===== src/rtl/ps2_dir_decoder.sv =====
// PS/2 receiver + make/break decoder steering the sprite direction; optional extended arrow keys via PS2_ARROW_EN.
// Latency: outputs update one clk after the stop-bit sampling event; the inputs carry ~2+FILTER_LEN cycles of conditioning delay.
// Backpressure: none; the PS/2 device is free-running and every byte is handled on arrival.
module ps2_dir_decoder #(
    parameter int FILTER_LEN  = 8,
    parameter int TIMEOUT_CYC = 20000
) (
    input  logic       clk,
    input  logic       rst,
    input  logic       ps2_clk_i,
    input  logic       ps2_data_i,
    output logic [7:0] scan_code_o,
    output logic       code_valid_o,
    output logic       frame_err_o,
    output logic       move_en_o,
    output logic [1:0] direct_o
);
    localparam int FW = $clog2(FILTER_LEN + 1);
    localparam int TW = $clog2(TIMEOUT_CYC + 1);

    typedef enum logic [1:0] {IDLE, DATA, PARITY, STOP} state_t;

    logic [1:0]    clk_sync, dat_sync;
    logic          filt_clk, filt_prev;
    logic [FW-1:0] filt_cnt;
    logic          sample_evt, ps2_dat;

    state_t        state, state_nxt;
    logic [7:0]    shift_q, shift_nxt;
    logic [2:0]    bit_cnt, bit_cnt_nxt;
    logic          par_q, par_nxt;
    logic [TW-1:0] tmo_cnt;
    logic          good, err;

    logic          ext_q, brk_q;
    logic [3:0]    held, held_nxt;
    logic          map_hit;
    logic [1:0]    map_dir, dir_nxt;

    // Synchronisers idle high so reset does not fake a falling edge.
    always_ff @(posedge clk or negedge rst) begin
        if (!rst) begin
            clk_sync  <= 2'b11;
            dat_sync  <= 2'b11;
            filt_clk  <= 1'b1;
            filt_prev <= 1'b1;
            filt_cnt  <= '0;
        end else begin
            clk_sync  <= {clk_sync[0], ps2_clk_i};
            dat_sync  <= {dat_sync[0], ps2_data_i};
            filt_prev <= filt_clk;
            if (clk_sync[1] == filt_clk) begin
                filt_cnt <= '0;
            end else if (filt_cnt == FW'(FILTER_LEN - 1)) begin
                filt_clk <= ~filt_clk;
                filt_cnt <= '0;
            end else begin
                filt_cnt <= filt_cnt + FW'(1);
            end
        end
    end

    assign sample_evt = filt_prev & ~filt_clk;
    assign ps2_dat    = dat_sync[1];

    always_comb begin
        state_nxt   = state;
        shift_nxt   = shift_q;
        bit_cnt_nxt = bit_cnt;
        par_nxt     = par_q;
        good        = 1'b0;
        err         = 1'b0;
        if (sample_evt) begin
            case (state)
                IDLE: if (!ps2_dat) begin
                    state_nxt   = DATA;
                    bit_cnt_nxt = '0;
                end
                DATA: begin
                    shift_nxt   = {ps2_dat, shift_q[7:1]};
                    bit_cnt_nxt = bit_cnt + 3'd1;
                    if (bit_cnt == 3'd7) state_nxt = PARITY;
                end
                PARITY: begin
                    par_nxt   = ps2_dat;
                    state_nxt = STOP;
                end
                STOP: begin
                    if (ps2_dat && (^{shift_q, par_q})) good = 1'b1;
                    else                               err  = 1'b1;
                    state_nxt = IDLE;
                end
                default: state_nxt = IDLE;
            endcase
        end else if (state != IDLE && tmo_cnt == TW'(TIMEOUT_CYC - 1)) begin
            // A sampling event in the same cycle takes the branch above instead.
            state_nxt = IDLE;
            err       = 1'b1;
        end
    end

    always_ff @(posedge clk or negedge rst) begin
        if (!rst) begin
            state   <= IDLE;
            shift_q <= '0;
            bit_cnt <= '0;
            par_q   <= 1'b0;
            tmo_cnt <= '0;
        end else begin
            state   <= state_nxt;
            shift_q <= shift_nxt;
            bit_cnt <= bit_cnt_nxt;
            par_q   <= par_nxt;
            if (sample_evt || state_nxt == IDLE) tmo_cnt <= '0;
            else                                 tmo_cnt <= tmo_cnt + TW'(1);
        end
    end

    // Key map; index order matches the direct_o encoding.
    always_comb begin
        map_hit = 1'b0;
        map_dir = 2'd0;
        if (!ext_q) begin
            case (shift_q)
                8'h1D:   begin map_hit = 1'b1; map_dir = 2'd0; end
                8'h1B:   begin map_hit = 1'b1; map_dir = 2'd1; end
                8'h1C:   begin map_hit = 1'b1; map_dir = 2'd2; end
                8'h23:   begin map_hit = 1'b1; map_dir = 2'd3; end
                default: map_hit = 1'b0;
            endcase
        end else begin
`ifdef PS2_ARROW_EN
            case (shift_q)
                8'h75:   begin map_hit = 1'b1; map_dir = 2'd0; end
                8'h72:   begin map_hit = 1'b1; map_dir = 2'd1; end
                8'h6B:   begin map_hit = 1'b1; map_dir = 2'd2; end
                8'h74:   begin map_hit = 1'b1; map_dir = 2'd3; end
                default: map_hit = 1'b0;
            endcase
`else
            map_hit = 1'b0;
`endif
        end
    end

    always_comb begin
        held_nxt = held;
        dir_nxt  = direct_o;
        if (good && shift_q != 8'hE0 && shift_q != 8'hF0 && map_hit) begin
            if (brk_q) begin
                held_nxt[map_dir] = 1'b0;
                // Releasing the active key falls back to the lowest-index key still down.
                if (map_dir == direct_o) begin
                    for (int i = 3; i >= 0; i--) begin
                        if (held_nxt[i]) dir_nxt = 2'(i);
                    end
                end
            end else begin
                held_nxt[map_dir] = 1'b1;
                dir_nxt           = map_dir;
            end
        end
    end

    always_ff @(posedge clk or negedge rst) begin
        if (!rst) begin
            scan_code_o  <= '0;
            code_valid_o <= 1'b0;
            frame_err_o  <= 1'b0;
            move_en_o    <= 1'b0;
            direct_o     <= 2'd0;
            held         <= '0;
            ext_q        <= 1'b0;
            brk_q        <= 1'b0;
        end else begin
            code_valid_o <= good;
            frame_err_o  <= err;
            held         <= held_nxt;
            direct_o     <= dir_nxt;
            move_en_o    <= |held_nxt;
            if (good) begin
                scan_code_o <= shift_q;
                if (shift_q == 8'hE0) begin
                    ext_q <= 1'b1;
                end else if (shift_q == 8'hF0) begin
                    brk_q <= 1'b1;
                end else begin
                    ext_q <= 1'b0;
                    brk_q <= 1'b0;
                end
            end
        end
    end
endmodule


===== config.mk =====
export PLATFORM = sky130hd
export DESIGN_NAME = ps2_dir_decoder
export DESIGN_NICKNAME = d
export VERILOG_FILES = /design/src/rtl/ps2_dir_decoder.sv
export SDC_FILE = /design/constraint.sdc
export NUM_CORES = 1
export LEC_CHECK = 0
export CAP_MARGIN = 10
export CORE_MARGIN = 4
export CORE_UTILIZATION = 50
export CTS_CLUSTER_SIZE = 14
export DETAILED_ROUTE_END_ITERATION = 6
export PLACE_DENSITY_LB_ADDON = 0.1
export SETUP_SLACK_MARGIN = 0.05
export SKIP_CTS_REPAIR_TIMING = 1
export SLEW_MARGIN = 25
export SYNTH_ARGS = -nofsm -noshare
export SYNTH_HDL_FRONTEND = slang
export SYNTH_SLANG_ARGS = --single-unit

===== constraint.sdc =====
create_clock -name clk -period 2.9 [get_ports clk]
set_input_delay 0.58 -clock clk [delete_from_list [all_inputs] [get_ports clk]]
set_output_delay 0.58 -clock clk [all_outputs]
set_load 0.02 [all_outputs]

==> results of run 1 <==
## final timing paths
| kind | start | endpoint | slack [ns] | cells past startpoint |
|---|---|---|---|---|
| max in group asynchronous | rst | dat_sync[1] | 2.27 | 2 |
| setup / recovery | shift_q[4] | move_en_o | 0.21 | 6 |
| min in group clk | clk_sync[0] | clk_sync[1] | 0.36 | 0 |
| hold / removal | rst | scan_code_o[3] | 0.22 | 2 |
| hold reg to reg | clk_sync[0] | clk_sync[1] | 0.36 | 0 |
| setup reg to reg | shift_q[4] | move_en_o | 0.21 | 6 |
## routing by layer
| metal | share of wire | wire (µm) | track usage | up-vias |
|---|---|---|---|---|
| met2 | 0.46 | 2170 | 0.234 | 40 |
| met4 | 0.021 | 99 | 0.0997 | 0 |
| li1 | - | - | - | 919 |
| met1 | 0.48 | 2250 | 0.230 | 876 |
| met3 | 0.045 | 213 | 0.0521 | 7 |
| met5 | 0 | 0 | 0 | - |
## sequential cells by signal, indices dropped and copies added, names as in the netlist
register,flops
filt_prev,1
direct_o,2
tmo_cnt,15
filt_cnt,4
state,2
clk_sync,2
par_q,1
frame_err_o,1
filt_clk,1
held,4
ext_q,1
code_valid_o,1
scan_code_o,8
brk_q,1
bit_cnt,3
dat_sync,2
shift_q,8
move_en_o,1
## report_power, final
| group | internal [µW] | total [µW] | switching (µW) |
|---|---|---|---|
| Sequential | 889 | 963 | 73.7 |
| Combinational | 152 | 329 | 177 |
| Clock | 394 | 708 | 314 |
## final cells by class
cell class | count | area, µm²
Clock buffer | 11 | 131
Timing Repair Buffer | 22 | 200
Multi-Input combinational cell | 169 | 1220
Clock inverter | 5 | 55.1
Fill cell | 428 | 2010
Sequential cell | 58 | 1460
Inverter | 11 | 41.3
Tap cell | 70 | 87.6
## cell families (layout without fill, tap and decap cells)
logic type                 count (synthesis)  after routing  share of synthesized area
AOI/OAI and AO/OA                         34             34                     0.0882
xor gates and xnor gates                  22             22                     0.0800
adders and majority gates                  4              4                     0.0182
buffers and inverters                     20             49                     0.0277
DFF                                       58             58                      0.530
muxes                                     24             24                      0.102
and+or+nand+nor                           85             85                      0.154
## metrics by stage
step / power (µW) / cell area (µm²) / setup slack (ns) / utilization / cells
6_report: 2000 / 3200 / 0.215 / 0.614 / 346
2_1_floorplan: 1220 / 2750 / 0.413 / - / 247
5_1_grt: 2120 / 3200 / 0.0999 / 0.614 / 346
3_5_place_dp: 1300 / 3010 / 0.255 / 0.577 / 330
4_1_cts: 2020 / 3190 / 0.244 / 0.613 / 346
3_3_place_gp: 1300 / 3010 / 0.378 / 0.577 / 330
## cells in the final DEF, fill, tap and decap left out, types with 3 or more instances in the layout
cell type	n
ha_1	4
buf_4	6
inv_1	11
clkbuf_8	9
dfstp_2	6
nand3_1	10
a21o_1	3
clkdlybuf4s50_1	15
a32oi_1	3
xor2_1	9
and3_1	4
nor2_1	27
xnor2_1	11
mux2i_1	4
dfrtp_1	52
a21oi_1	3
nor3_1	8
mux2_2	18
o21ai_0	7
nand2_1	16
==> results.rst, run 1 <==
.. list-table::
   :header-rows: 1

   * - Metric
     - Value
   * - Result of the run
     - finished, final reports clean
   * - Setup repair after global routing missed its margin
     - false
   * - Number of levels in the clock H-tree
     - 3
   * - Endpoint type of the worst setup path
     - register
   * - Transition time at the pin with the least slew margin
     - roughly 0.62 ns
   * - Final period utilization
     - 0.926
   * - CP cell instances
     - or3b_2, o22a_1, a21oi_1, nand4b_1, mux2_4, or4_1
   * - Clock tree from TritonCTS
     - built
   * - Antenna violation net count after detailed routing
     - 0
   * - Cell count after synthesis
     - 247
   * - Global-route wire length before repair
     - 8.38 mm
   * - Data arrival time of the critical path
     - approximately 2.9 ns
   * - Hold slack
     - approximately 0.22 ns
   * - Clock buffers created by TritonCTS
     - 9
   * - Vias post-DR
     - 1842
   * - Aggregate routed wire length
     - 4.73 mm
   * - TritonCTS sink count
     - just under 60
   * - Synth-to-Final Area Change
     - 16.1%
   * - Clock skew
     - 0.0117 ns
   * - Number of global-route vias before repair
     - 1756
   * - Bufs and invs on worst path
     - 0
   * - Initial Util
     - 0.529
   * - Top-area cell type share of the netlist area
     - 0.473
   * - Post-synthesis instance area
     - about 2800 µm²
   * - Worst-path cell with the longest stage delay
     - or3b_2
   * - Die Footprint
     - 6760 µm²
   * - Clk_lat worst skew
     - 0.34 ns
   * - Number of hold violations in the final report
     - 0
   * - Final Max Tran Viols
     - 0
   * - Global route total overflow
     - 0
   * - Number of nets in the finished design
     - 279
   * - Gate family responsible for the most delay along the worst path
     - simple AND/OR/NAND/NOR gates
   * - Y dimension of the die
     - between 80 and 90 µm
   * - Post-detail-place hpwl
     - 3.27 mm
   * - Static leakage
     - 0.00147 µW
   * - Cell accounting for the most synthesized area
     - dfrtp_1
   * - Type of the worst setup path
     - register to register
   * - Avg Cell Area, Syn
     - approximately 11 µm²
   * - Weighted congestion reported at the end of routability-driven placement
     - 0.816
   * - CTS root buf
     - clkbuf_8
   * - Startpoint type of the worst setup path
     - register
   * - Layout cell share with drive strength beyond 1
     - 0.185
   * - I/O pins
     - 17
   * - Required time at the worst-slack endpoint
     - 3.11 ns
   * - Largest vdd supply drop
     - 0.000418 V
   * - Yosys warning total
     - 0
   * - CP peak stage delay
     - ~0.54 ns
   * - Fmax
     - 372 MHz
   * - Maximum number of pins on one net before global-route repair
     - 37
   * - Iteration count of the initial detailed-routing pass
     - 4
   * - Share of the yosys chip area belonging to registers
     - 0.530
   * - DRC violation total after the first TritonRoute iteration
     - 121
   * - Min cycle time layout
     - 2.69 ns
   * - Max FO, Critical Path
     - 7
   * - Commonest register cell after synthesis
     - dfrtp_1
   * - Floorplan core area
     - about 5200 µm²
   * - Synth area leaders
     - dfrtp_1 (47%), mux2_2 (7.4%), dfstp_2 (5.7%), nor2_1 (3.7%), xnor2_1 (3.5%)
   * - Post-route setup TNS
     - 0 ns
   * - Max transition margin
     - 0.584
   * - Class of the worst hold path
     - primary input to asynchronous set/reset pin
   * - Leading cell types by count after synthesis
     - dfrtp_1 (52), nor2_1 (27), mux2_2 (18)
   * - Cell Rows
     - 26
   * - Max Root-Sink Buffers
     - 2
   * - Net count after synthesis
     - about 260
   * - Power density over cell area
     - ~630 nW/µm²
   * - Number of flops mapped to enable cells by yosys
     - 0
   * - Die Width
     - 82.2 µm
   * - N_diodes
     - 0
   * - Async set or reset register ratio after synthesis
     - 1.00
   * - Number of input and output port buffers inserted
     - 16
   * - Wire per inst
     - 13.7 µm
   * - Cell with the most instances after synthesis
     - dfrtp_1
   * - Post-synthesis register bit count
     - a little under 60
   * - Clock-pin slew of the registers on the worst-case setup and hold paths
     - 0.07 ns
   * - Residual DRC count
     - 0
   * - Post-synthesis cell type count
     - 48
   * - Global-route usage over all layers
     - 0.169
   * - Drt via density
     - between 5 and 6
   * - Antenna violations before repair
     - 0
   * - Number of violations of the max-capacitance limit
     - 0
   * - Final setup vio count
     - 0
No activity file was read; power rests on OpenSTA's default activity.
==> inputs of run 2 (changes only) <==
Settings changed: CELL_PAD_IN_SITES_DETAIL_PLACEMENT set to 0, CELL_PAD_IN_SITES_GLOBAL_PLACEMENT set to 1, CORE_UTILIZATION 50 to 47.
==> run 2 against run 1 <==
Net effect:
- largest cell class unchanged
- critical endpoint unchanged
- largest power group unchanged
- global-route usage decreased by 0.92 points
- flip-flop and latch count unchanged
- via count increased by 1.4%
- final cell count increased by 1.2%
==> results.rst, run 2 (synthesis gave the netlist of run 1 again) <==
.. list-table::
   :header-rows: 1

   * - Metric
     - Value
   * - Setup repair after global routing missed its margin
     - false (unchanged)
   * - Iteration count of the initial detailed-routing pass
     - 4 (unchanged)
   * - Max FFs per register
     - 15 (unchanged)
   * - Synth-to-Final Area Change
     - 17.2% (was 16.1%)
   * - Power density over cell area
     - 642 nW/µm² (was 626 nW/µm²)
   * - Wire per inst
     - 14.6 µm (was 13.7 µm)
   * - Drt via density
     - 5.33 (was 5.32)
   * - Area taken by flip-flops and latches
     - 1460 µm² (unchanged)
   * - Number of global-route vias before repair
     - 1870 (was 1756)
   * - DRC violation total after the first TritonRoute iteration
     - 46 (was 121)
   * - Clock skew
     - 0.00723 ns (was 0.0117 ns)
   * - Transition time at the pin with the least slew margin
     - 0.557 ns (was 0.624 ns)
   * - Area used by multi-input combinational logic
     - 1220 µm² (about the same)
   * - Global-route usage over all layers
     - 0.159 (was 0.169)
   * - N_diodes
     - 0 (unchanged)
   * - Number of hold violations in the final report
     - 0 (unchanged)
   * - Hold slack
     - 0.228 ns (was 0.216 ns)
   * - Number of nets in the finished design
     - 281 (was 279)
   * - Max transition margin
     - 0.624 (was 0.584)
   * - Static leakage
     - 0.00149 µW (was 0.00147 µW)
   * - Aggregate routed wire length
     - 5.12 mm (was 4.73 mm)
   * - Final setup vio count
     - 0 (unchanged)
   * - CTS root buf
     - clkbuf_8 (unchanged)
   * - Worst-path cell with the longest stage delay
     - or3b_2 (unchanged)
   * - Floorplan core area
     - 5610 µm² (was 5200 µm²)
   * - Number of violations of the max-capacitance limit
     - 0 (unchanged)
   * - I/O pins
     - 17 (unchanged)
   * - Max FO, Critical Path
     - 7 (unchanged)
   * - Startpoint of the worst register-to-register path
     - shift_q[4] (unchanged)
   * - Number of levels in the clock H-tree
     - 3 (unchanged)
   * - Largest vdd supply drop
     - 0.000361 V (was 0.000418 V)
   * - TritonCTS sink count
     - 58 (unchanged)
   * - Residual DRC count
     - 0 (unchanged)
   * - Max Root-Sink Buffers
     - 2 (unchanged)
   * - Final Max Tran Viols
     - 0 (unchanged)
   * - Weighted congestion reported at the end of routability-driven placement
     - 0.845 (was 0.816)
   * - Commonest non-fill, non-tap cell in the layout
     - dfrtp_1 (unchanged)
   * - Die Width
     - 84.5 µm (was 82.2 µm)
   * - Y dimension of the die
     - 84.5 µm (was 82.2 µm)
   * - Global route total overflow
     - 0 (unchanged)
   * - Vias post-DR
     - 1867 (was 1842)
   * - Min cycle time layout
     - 2.65 ns (was 2.69 ns)
   * - Data arrival time of the critical path
     - 2.86 ns (was 2.89 ns)
   * - Maximum number of pins on one net before global-route repair
     - 35 (was 37)
   * - Clock-pin slew of the registers on the worst-case setup and hold paths
     - 0.07 ns (about the same)
   * - Layout cell share with drive strength beyond 1
     - 0.194 (was 0.185)
   * - Cell Rows
     - 27 (was 26)
   * - Global-route wire length before repair
     - 8.94 mm (was 8.38 mm)
   * - Clk_lat worst skew
     - 0.34 ns (about the same)
   * - Antenna violations before repair
     - 0 (unchanged)
   * - Clock tree from TritonCTS
     - built (unchanged)
   * - Result of the run
     - finished, final reports clean (unchanged)
   * - Startpoint type of the worst setup path
     - register (unchanged)
   * - Class of the worst hold path
     - primary input to asynchronous set/reset pin (unchanged)
   * - Post-detail-place hpwl
     - 3.49 mm (was 3.27 mm)
   * - Worst R2R Setup Slack
     - 0.25 ns (was 0.21 ns)
   * - Antenna violation net count after detailed routing
     - 0 (unchanged)
   * - Fmax
     - 377 MHz (was 372 MHz)
   * - Post-route setup TNS
     - 0 ns (unchanged)
   * - Clock buffers created by TritonCTS
     - 9 (unchanged)
   * - CP cell instances
     - or3b_2, o22a_1, a21oi_1, nand4b_1, mux2_4, or4_1 (unchanged)
   * - Endpoint type of the worst setup path
     - register (unchanged)
   * - Die Footprint
     - 7150 µm² (was 6760 µm²)
   * - Leading cell types in the layout, fill and taps excluded
     - dfrtp_1 (52), nor2_1 (27), mux2_2 (18) (unchanged)
   * - Type of the worst setup path
     - register to register (unchanged)
   * - Reg with most FFs
     - tmo_cnt (unchanged)
   * - Number of cells traversed by the worst register-to-register path
     - 6 (unchanged)
   * - Largest regs
     - tmo_cnt (15), scan_code_o (8), shift_q (8) (unchanged)
   * - Fillcell total
     - 518 (was 428)
   * - CP peak stage delay
     - 0.53 ns (was 0.54 ns)
   * - Final period utilization
     - 0.914 (was 0.926)
   * - Number of input and output port buffers inserted
     - 16 (unchanged)
   * - Required time at the worst-slack endpoint
     - 3.11 ns (about the same)
   * - Terminus of the critical flop-to-flop path
     - move_en_o (unchanged)
   * - Initial Util
     - 0.491 (was 0.529)
-- run 2: layout make-up --
| type | instances | area share |
|---|---|---|
| multi-input combinational | 169 | 0.377 |
| timing repair buffer | 24 | 0.0667 |
| inverter | 11 | 0.0128 |
| clock inverter | 5 | 0.0163 |
| clock buffer | 11 | 0.0469 |
| tap | 72 | 0.0279 |
| sequential | 58 | 0.452 |
-- run 2: routing by layer --
layer	up-vias	GRT usage	share of wire
li1	925	-	-
met1	902	0.216	0.48
met2	29	0.231	0.46
met3	11	0.0324	0.028
met4	0	0.105	0.026
met5	-	0	0
-- run 2: report_power, final --
part / switching, µW / internal [µW] / total, µW
combinational: 184 / 161 / 344
sequential: 71.5 / 889 / 960
clock: 329 / 439 / 768
total: 584 / 1490 / 2070
-- run 2: through the flow --
stage	instance area, µm²	util	instances	setup slack, ns	power, µW
2_1_floorplan	2750	-	247	0.413	1220
3_3_place_gp	3020	0.539	334	0.356	1320
3_5_place_dp	3020	0.539	334	0.309	1320
4_1_cts	3230	0.575	350	0.268	2100
5_1_grt	3230	0.575	350	0.196	2200
6_report	3230	0.575	350	0.250	2070
-- run 2: worst max-delay path by stage --
| stage | start | endpoint | slack [ns] |
|---|---|---|---|
| after floorplan | shift_q[0] | move_en_o | 0.41 |
| after global placement | shift_q[0] | move_en_o | 0.36 |
| after detailed placement | shift_q[4] | move_en_o | 0.31 |
| after CTS | shift_q[4] | move_en_o | 0.27 |
| after global routing | shift_q[4] | move_en_o | 0.20 |
| final | shift_q[4] | move_en_o | 0.25 |
-- run 2: worst max-delay path, delay by kind of cell, from the launching register on --
family / cells / cell delay [ns]
AO/OA/AOI/OAI: 2 / 0.58
multiplexers: 1 / 0.31
flip-flops: 1 / 0.45
AND/OR/NAND/NOR: 3 / 1.17
==> inputs of run 3 (changes only) <==
Settings changed: CORE_MARGIN 4 to 2, CTS_CLUSTER_DIAMETER set to 40.
==> run 3 against run 2 <==
Net effect:
- flip-flop and latch count stayed put
- register-to-register slack better by 0.02 ns
- worst setup slack better by 0.024 ns
- combinational power hardly changed
- worst hold slack worse by 0.0099 ns
- maximum frequency is 0.92% higher
- critical path depth stayed put
- global-route usage is 1.8 points higher
- total power is 2.4% higher
- via count is 1.1% higher
- critical path type unchanged
==> results.rst, run 3 (synthesis gave the netlist of run 1 again) <==
.. list-table::
   :header-rows: 1

   * - Metric
     - Value
   * - Die Width
     - 80.5 µm (was 84.5 µm)
   * - CP peak stage delay
     - 0.54 ns (was 0.53 ns)
   * - Largest vdd supply drop
     - 0.000412 V (was 0.000361 V)
   * - Vias post-DR
     - 1888 (was 1867)
   * - Number of global-route vias before repair
     - 1829 (was 1870)
   * - Worst-path cell with the longest stage delay
     - or3b_2 (unchanged)
   * - Wire per inst
     - 14.0 µm (was 14.6 µm)
   * - Die Footprint
     - 6490 µm² (was 7150 µm²)
   * - Final period utilization
     - 0.905 (was 0.914)
   * - Max transition margin
     - 0.655 (was 0.624)
   * - Antenna violations before repair
     - 0 (unchanged)
   * - Weighted congestion reported at the end of routability-driven placement
     - 0.783 (was 0.845)
   * - Startpoint of the worst register-to-register path
     - shift_q[0] (was shift_q[4])
   * - CTS root buf
     - clkbuf_8 (unchanged)
   * - Power density over cell area
     - 655 nW/µm² (was 642 nW/µm²)
   * - Y dimension of the die
     - 80.5 µm (was 84.5 µm)
   * - Number of violations of the max-capacitance limit
     - 0 (unchanged)
   * - Final setup vio count
     - 0 (unchanged)
   * - TritonCTS sink count
     - 58 (unchanged)
   * - N_diodes
     - 0 (unchanged)
   * - DRC violation total after the first TritonRoute iteration
     - 94 (was 46)
   * - Number of input and output port buffers inserted
     - 16 (unchanged)
   * - Global-route wire length before repair
     - 8.73 mm (was 8.94 mm)
   * - Post-route setup TNS
     - 0 ns (unchanged)
   * - Worst R2R Setup Slack
     - 0.27 ns (was 0.25 ns)
   * - Floorplan core area
     - 5570 µm² (was 5610 µm²)
   * - Clock tree from TritonCTS
     - built (unchanged)
   * - Global route total overflow
     - 0 (unchanged)
   * - Terminus of the critical flop-to-flop path
     - move_en_o (unchanged)
   * - Antenna violation net count after detailed routing
     - 0 (unchanged)
   * - Min cycle time layout
     - 2.63 ns (was 2.65 ns)
   * - Layout cell share with drive strength beyond 1
     - 0.191 (was 0.194)
   * - Area taken by flip-flops and latches
     - 1460 µm² (unchanged)
   * - Area used by multi-input combinational logic
     - 1220 µm² (unchanged)
   * - Comb pwr share
     - 0.161 (was 0.166)
   * - Number of levels in the clock H-tree
     - 3 (unchanged)
   * - Clk_lat worst skew
     - 0.34 ns (about the same)
   * - Residual DRC count
     - 0 (unchanged)
   * - Initial Util
     - 0.494 (was 0.491)
   * - Class of the worst hold path
     - primary input to asynchronous set/reset pin (unchanged)
   * - Endpoint type of the worst setup path
     - register (unchanged)
   * - Sequential cell fraction of total power
     - 0.452 (was 0.463)
   * - Cell internal power dissipation
     - 1550 µW (was 1490 µW)
   * - Transition time at the pin with the least slew margin
     - 0.512 ns (was 0.557 ns)
   * - Final Max Tran Viols
     - 0 (unchanged)
   * - Fmax
     - 381 MHz (was 377 MHz)
   * - Switching portion of total power
     - 0.268 (was 0.282)
   * - Aggregate routed wire length
     - 4.91 mm (was 5.12 mm)
   * - Part of the power in the clock network
     - 0.386 (was 0.370)
   * - Drt via density
     - 5.39 (was 5.33)
   * - Number of placed instances with taps included
     - 334 (unchanged)
   * - Largest regs
     - tmo_cnt (15), scan_code_o (8), shift_q (8) (unchanged)
   * - Cell Rows
     - 27 (unchanged)
   * - Bufs and invs on worst path
     - 0 (unchanged)
   * - Commonest non-fill, non-tap cell in the layout
     - dfrtp_1 (unchanged)
   * - Setup repair after global routing missed its margin
     - false (unchanged)
   * - Leading cell types in the layout, fill and taps excluded
     - dfrtp_1 (52), nor2_1 (27), mux2_2 (18) (unchanged)
   * - Gate family responsible for the most delay along the worst path
     - simple AND/OR/NAND/NOR gates (unchanged)
   * - Number of nets in the finished design
     - 281 (unchanged)
   * - Fillcell total
     - 472 (was 518)
   * - Switching Power
     - 569 µW (was 584 µW)
   * - Static leakage
     - 0.00150 µW (was 0.00149 µW)
   * - Reg with most FFs
     - tmo_cnt (unchanged)
   * - Data arrival time of the critical path
     - 2.82 ns (was 2.86 ns)
   * - Non-filler instance count after layout
     - 350 (unchanged)
   * - Post-detail-place hpwl
     - 3.36 mm (was 3.49 mm)
   * - Max FO, Critical Path
     - 6 (was 7)
   * - Startpoint type of the worst setup path
     - register (unchanged)
   * - Synth-to-Final Area Change
     - 17.8% (was 17.2%)
   * - Result of the run
     - finished, final reports clean (unchanged)
   * - I/O pins
     - 17 (unchanged)
   * - Iteration count of the initial detailed-routing pass
     - 4 (unchanged)
   * - Max Root-Sink Buffers
     - 2 (unchanged)
   * - Required time at the worst-slack endpoint
     - 3.09 ns (was 3.11 ns)
   * - Clock skew
     - 0.00923 ns (was 0.00723 ns)
   * - Number of hold violations in the final report
     - 0 (unchanged)
   * - Type of the worst setup path
     - register to register (unchanged)
   * - CP cell instances
     - or3b_2, o22a_1, a21oi_1, nand4b_1, mux2_4, or4_1 (unchanged)
   * - Clock-pin slew of the registers on the worst-case setup and hold paths
     - 0.07 ns (about the same)
   * - Clock buffers created by TritonCTS
     - 9 (unchanged)
   * - Max FFs per register
     - 15 (unchanged)
   * - Global-route usage over all layers
     - 0.178 (was 0.159)
   * - Number of cells traversed by the worst register-to-register path
     - 6 (unchanged)
   * - Maximum number of pins on one net before global-route repair
     - 37 (was 35)
## run 3: stage by stage
step	area, µm²	hold slack, ns	utilization	power (µW)	setup WS (ns)
2_1_floorplan	2750	0.284	-	1220	0.413
3_3_place_gp	3020	0.346	0.542	1320	0.358
3_5_place_dp	3020	0.348	0.542	1320	0.298
4_1_cts	3240	0.220	0.582	2150	0.267
5_1_grt	3240	0.235	0.582	2250	0.168
6_report	3240	0.218	0.582	2120	0.275
## run 3: worst register-to-register path: stages (launching register included)
cell and delay, ns:
dfrtp_1 0.45, or3b_2 0.54, o22a_1 0.29, a21oi_1 0.26
nand4b_1 0.17, mux2_4 0.31, or4_1 0.48
## run 3: final cells by class
type                    instances  area share
multi-input cells             169       0.376
clock inverters                 5      0.0239
flip-flops and latches         58       0.450
clock buffers                  11      0.0436
repair buffers                 24      0.0664
well taps                      72      0.0278
inverters                      11      0.0127
## run 3: metal layers
metal / global-route usage / vias up / part of all wire
met5: 0 / - / 0
met4: 0.0729 / 0 / 0.0096
met3: 0.0551 / 5 / 0.046
met2: 0.252 / 39 / 0.46
met1: 0.252 / 919 / 0.48
li1: - / 925 / -
## run 3: how the worst max path moves through the flow
stage                     from         to  slack (ns)  depth (start not counted)
floorplan           shift_q[0]  move_en_o        0.41                          6
global placement    shift_q[4]  move_en_o        0.36                          6
detailed placement  shift_q[4]  move_en_o        0.30                          6
CTS                 shift_q[4]  move_en_o        0.27                          6
global route        shift_q[2]  move_en_o        0.17                          6
finish              shift_q[0]  move_en_o        0.27                          6
## run 3: power groups by stage
stage	Clock, µW	Sequential (µW)	Combinational [µW]
global placement	0	974	345
floorplan	0	938	279
CTS	841	959	351
detailed placement	0	973	346
finish	820	960	343
global route	891	968	390
